<file path="src/rtl/seq_tx_pkg.sv">
// Shared definitions for the serial pattern transmitter and the detector
// benches that consume its frames: state encoding and frame-length helpers.
package seq_tx_pkg;

    // Transmitter states; the unused encoding falls back to IDLE in the FSM.
    typedef enum logic [1:0] {
        ST_IDLE  = 2'd0,
        ST_SHIFT = 2'd1,
        ST_DONE  = 2'd2
    } state_t;

    localparam int unsigned DEF_WIDTH = 8;
    localparam int unsigned DEF_REP_W = 4;

    // A requested length of 0, or one longer than the pattern register,
    // means "send the whole register".
    function automatic int unsigned clamp_len(input int unsigned len,
                                              input int unsigned width);
        if (len == 0 || len > width)
            return width;
        return len;
    endfunction

    // A repeat count of 0 is treated as a single repetition.
    function automatic int unsigned clamp_reps(input int unsigned reps);
        return (reps == 0) ? 1 : reps;
    endfunction

    // Number of serial bits in one frame, for consumers that need to know
    // how long dout_valid will stay high.
    function automatic int unsigned frame_bits(input int unsigned len,
                                               input int unsigned reps,
                                               input int unsigned width);
        return clamp_len(len, width) * clamp_reps(reps);
    endfunction

endpackage

</file>
<file path="src/rtl/seq_pattern_tx.sv">
// Serial bit-pattern transmitter: accepts a parallel pattern over a
// valid/ready port and shifts it out MSB-first, one bit per clock,
// optionally repeated back-to-back, followed by a one-cycle done pulse.
module seq_pattern_tx
    import seq_tx_pkg::*;
#(
    parameter int unsigned WIDTH = DEF_WIDTH,
    parameter int unsigned LEN_W = $clog2(WIDTH + 1),
    parameter int unsigned REP_W = DEF_REP_W
) (
    input  logic             clk,
    input  logic             rst,
    input  logic             load_valid,
    output logic             load_ready,
    input  logic [WIDTH-1:0] load_data,
    input  logic [LEN_W-1:0] load_len,
    input  logic [REP_W-1:0] load_reps,
    output logic             dout,
    output logic             dout_valid,
    output logic             busy,
    output logic             done
);

    // Bit index only needs to address the pattern register.
    localparam int unsigned IDX_W = (WIDTH > 1) ? $clog2(WIDTH) : 1;

    state_t           state_q;
    logic [WIDTH-1:0] data_q;
    logic [LEN_W-1:0] len_q;
    logic [IDX_W-1:0] idx_q;
    // Remaining repetitions including the current one; reaching zero means
    // every bit has been registered and the next edge raises done.
    logic [REP_W-1:0] reps_q;
    logic             dout_q;
    logic             dout_valid_q;
    logic             busy_q;
    logic             done_q;

    logic [LEN_W-1:0] len_d;
    logic [REP_W-1:0] reps_d;

    // Normalised length and repeat count of the request on the load port.
    always_comb begin
        len_d  = LEN_W'(clamp_len(32'(load_len), WIDTH));
        reps_d = REP_W'(clamp_reps(32'(load_reps)));
    end

    // Ready only when idle, and never while reset is being applied.
    assign load_ready = (state_q == ST_IDLE) && !rst;

    assign dout       = dout_q;
    assign dout_valid = dout_valid_q;
    assign busy       = busy_q;
    assign done       = done_q;

    // Single-process FSM: load, shift/repeat bookkeeping and registered outputs.
    always_ff @(posedge clk) begin
        if (rst) begin
            state_q      <= ST_IDLE;
            data_q       <= '0;
            len_q        <= '0;
            idx_q        <= '0;
            reps_q       <= '0;
            dout_q       <= 1'b0;
            dout_valid_q <= 1'b0;
            busy_q       <= 1'b0;
            done_q       <= 1'b0;
        end else begin
            case (state_q)
                ST_IDLE: begin
                    dout_q       <= 1'b0;
                    dout_valid_q <= 1'b0;
                    done_q       <= 1'b0;
                    busy_q       <= 1'b0;
                    if (load_valid) begin
                        data_q  <= load_data;
                        len_q   <= len_d;
                        reps_q  <= reps_d;
                        idx_q   <= IDX_W'(len_d - 1'b1);
                        busy_q  <= 1'b1;
                        state_q <= ST_SHIFT;
                    end
                end

                ST_SHIFT: begin
                    if (reps_q == '0) begin
                        // Last bit went out on the previous edge.
                        dout_q       <= 1'b0;
                        dout_valid_q <= 1'b0;
                        done_q       <= 1'b1;
                        state_q      <= ST_DONE;
                    end else begin
                        dout_q       <= data_q[idx_q];
                        dout_valid_q <= 1'b1;
                        if (idx_q != '0) begin
                            idx_q <= idx_q - 1'b1;
                        end else begin
                            // Reload for the next repetition with no gap cycle.
                            idx_q  <= IDX_W'(len_q - 1'b1);
                            reps_q <= reps_q - 1'b1;
                        end
                    end
                end

                ST_DONE: begin
                    dout_q       <= 1'b0;
                    dout_valid_q <= 1'b0;
                    done_q       <= 1'b0;
                    busy_q       <= 1'b0;
                    data_q       <= '0;
                    len_q        <= '0;
                    idx_q        <= '0;
                    reps_q       <= '0;
                    state_q      <= ST_IDLE;
                end

                default: begin
                    state_q      <= ST_IDLE;
                    data_q       <= '0;
                    len_q        <= '0;
                    idx_q        <= '0;
                    reps_q       <= '0;
                    dout_q       <= 1'b0;
                    dout_valid_q <= 1'b0;
                    busy_q       <= 1'b0;
                    done_q       <= 1'b0;
                end
            endcase
        end
    end

endmodule

</file>
<file path="config.mk">
export PLATFORM = sky130hd
export DESIGN_NAME = seq_pattern_tx
export DESIGN_NICKNAME = d
export VERILOG_FILES = /design/src/rtl/seq_tx_pkg.sv /design/src/rtl/seq_pattern_tx.sv
export SDC_FILE = /design/constraint.sdc
export NUM_CORES = 1
export LEC_CHECK = 0
export BUFFER_PORTS_ARGS = -buffer_cell sky130_fd_sc_hd__buf_2
export CAP_MARGIN = 20
export CORE_UTILIZATION = 40
export CTS_CLUSTER_DIAMETER = 120
export DETAILED_ROUTE_END_ITERATION = 12
export PLACE_DENSITY = 0.61
export SYNTH_ARGS = -nofsm -noshare
export SYNTH_HDL_FRONTEND = slang
export SYNTH_SLANG_ARGS = --single-unit
</file>
<file path="constraint.sdc">
create_clock -name clk -period 1.5 [get_ports clk]
set_input_delay 0.15 -clock clk [delete_from_list [all_inputs] [get_ports clk]]
set_output_delay 0.15 -clock clk [all_outputs]
set_load 0.02 [all_outputs]
</file>
==> metrics.cfg <==
[run_status]
status=complete, but fails checks
violations=setup timing

[synth]
synth_compound_area_frac=0.183
synthesis.nets=154
synthTopCellsByCount=28 x nand2_1, 24 x dfxtp_1, 17 x a21oi_1
ys_types=33
synth_top_family_by_area=simple AND/OR/NAND/NOR gates
synthTopCellsByArea=dfxtp_1 42%, nand2_1 9.3%, a21oi_1 7.5%
ys_warn_count=0
ys.flop_type=dfxtp_1
synth_area_per_cell_um2=8.50
synthSimpleGateAreaFrac=0.258
synth-seq-cells=24
syn_area_um2=1130
synth_top_area_frac=0.425
synth_most_common_cell=nand2_1
ys_async_sr_fraction=0
synth-edff-count=0
yosysTopAreaCell=dfxtp_1
muxShareOfSynthArea=0.0553
syn-instance-count=133
seq_area_frac_synth=0.425
synthAdderAreaFrac=0.0221
synth-xor-area-share=0.0232

[timing]
post-route-min-period_ns=1.81
slew_viol_final=0
finalCritPeriodShare=1.21
whs_ns=0.0505
setup_ws_ns=-0.314
fin_skew_ns=0.00369
setup_viol=8
fmax_ghz=0.551
max_slew_margin=0.785
tns_ns=-1.86
rsz0062_at_grt=true
tightest_slew_ns=0.323
hold_viol=0

[detailed_routing]
vias=1076
dr.pass1.iters=3
drt_iter0_markers=10
routed_wirelength_um=2870
drc=0
routed_via_density=5.20
ant_nets=0
wl_per_cell_um=13.9

[setup_path]
cpMaxStageDelayCell=or3b_4
endpoint_kind=flop
arrival_ns=2.04
crit_cells=7
slowest_delay_ns=0.40
cp_data_required_time_ns=1.73
crit_chain=inv_2 > ha_4 > or3b_4 > a311oi_4 > buf_6 > a2111oi_4 > a31o_1
critPathLaunch=reps_q[0]$_SDFFE_PP0P_
rrSetupSlack_ns=-0.31
regToRegEndpoint=reps_q[2]$_SDFFE_PP0P_
cp_num_buf_inv=2
critPathCapture=reps_q[2]$_SDFFE_PP0P_
startpoint_type=flop
criticalPathCategory=reg -> reg
r2r_start=reps_q[0]$_SDFFE_PP0P_
critical_path.max_fanout=4
crit_family=compound AO/OA/AOI/OAI gates
reg2reg_depth=7

[clocking]
cts-root-buf=clkbuf_4
cts_tree=built
cts-buffers-inserted=3
cts.clk_slew.worst_paths_ns=0.14
insertion_delay_ns=0.32
clock_path_buffers=2
clock_sinks=24
htree_levels=1

[placed_design]
port_buffers=23
place_area_um2=1410
post-place-cells=197
gp_congestion=0.757
post-place-ws_ns=-0.190
dpl.hpwl_um=1980

[flow_run]
maxCapViolations=0

[finish]
area_growth_pct=39.8
diodes=0
drive_gt1_frac=0.418
fin_nets=199
fin_cells=207
fin_area_um2=1580

[floorplanning]
die_w_um=55.2
pin_count=24
dieArea_um2=3040
num_rows=18
core_um2=2570
die_height_um=55.2
start_util=0.441

[power_and_ir_drop]
clkPwrFrac=0.248
pwr-share-seq=0.389
sw_frac_of_total=0.305
power_per_cell_area_nw_per_um2=1220
pwr-share-comb=0.363
switching_power_uw=586
intPower_uw=1340
vdd_drop_max_v=0.000671
power_leakage_uw=0.000662

[hold_path]
min_path_cells=3
hp-class=in -> reg

[global_routing]
grt_usage=0.204
grt_max_degree=15
grt-ovfl-total=0
grt_pass1_wl_um=4310
grt_pass1_vias=1036
antenna_found_initial=0

-- cell type report --
class,instances,area (um2)
Fill cell,238,986
Multi-Input combinational cell,99,687
Clock inverter,1,30.0
Clock buffer,3,22.5
Timing Repair Buffer,47,309
Inverter,3,11.3
Sequential cell,24,484
Tap cell,30,37.5
-- power by group through the flow --
stage	Combinational, uW	Sequential (uW)	Clock, uW
after floorplan	323	780	0
after global placement	547	757	0
after detailed placement	560	761	0
after CTS	619	748	482
after global routing	753	758	511
final	698	747	477
-- flip-flops by register name, indices dropped and copies added (netlist names) --
name / cells
busy: 1
data_q: 8
done: 1
dout: 1
dout_valid: 1
idx_q: 3
len_q: 3
reps_q: 4
state_q: 2
-- worst min-delay path: stages --
cell     delay, ns
buf_2         0.09
nand2_1       0.04
a21oi_1       0.05
-- cell usage in the layout (no fill, tap or decap), types with 3 or more instances in the layout --
cell type  netlist  layout
clkbuf_4         0       3
nor2_1           9       7
a21oi_1         17      15
buf_4            0      22
nor2b_1          6       6
buf_6            0       3
dfxtp_1         24      21
dfxtp_2          0       3
nand2_1         28      27
nor3_1           5       5
buf_2            1      22
-- routing by layer --
| metal | wire length, um | up-vias | global-route usage | share of wire |
|---|---|---|---|---|
| met2 | 1530 | 20 | 0.369 | 0.53 |
| li1 | - | 550 | - | - |
| met3 | 82 | 2 | 0.0410 | 0.029 |
| met4 | 15 | 0 | 0.104 | 0.0052 |
| met5 | 0 | - | 0 | 0 |
| met1 | 1240 | 504 | 0.224 | 0.43 |
-- worst min path at each step --
stage | start | endpoint | slack (ns)
3_5_place_dp | load_data[7] | data_q[7]$_SDFFE_PP0P_ | 0.40
2_1_floorplan | load_data[0] | data_q[0]$_SDFFE_PP0P_ | 0.29
5_1_grt | load_data[2] | data_q[2]$_SDFFE_PP0P_ | 0.04
6_report | load_data[7] | data_q[7]$_SDFFE_PP0P_ | 0.05
3_3_place_gp | load_data[7] | data_q[7]$_SDFFE_PP0P_ | 0.39
4_1_cts | load_data[7] | data_q[7]$_SDFFE_PP0P_ | 0.04
-- repair_timing --
action,CTS,global route
gates cloned,0,0
pin swaps,2,3
hold buffers,0,0
resized for setup,10,11
hold endpoints to repair,0,0
endpoints found under the setup margin,7,11
buffers inserted,4,2
-- logic make-up (layout without fill, tap and decap cells) --
family | Yosys count | in the layout
and+or+nand+nor | 60 | 60
AOI/OAI and AO/OA | 31 | 31
DFF | 24 | 24
buffers and inverters | 10 | 54
xor gates and xnor gates | 3 | 3
muxes | 3 | 3
adders and majority gates | 2 | 2
-- metrics by stage --
| step | util | power, uW |
|---|---|---|
| 2_1_floorplan | - | 1100 |
| 3_3_place_gp | 0.547 | 1300 |
| 3_5_place_dp | 0.547 | 1320 |
| 4_1_cts | 0.591 | 1850 |
| 5_1_grt | 0.616 | 2020 |
| 6_report | 0.616 | 1920 |
No activity file was read; power rests on OpenSTA's default activity.
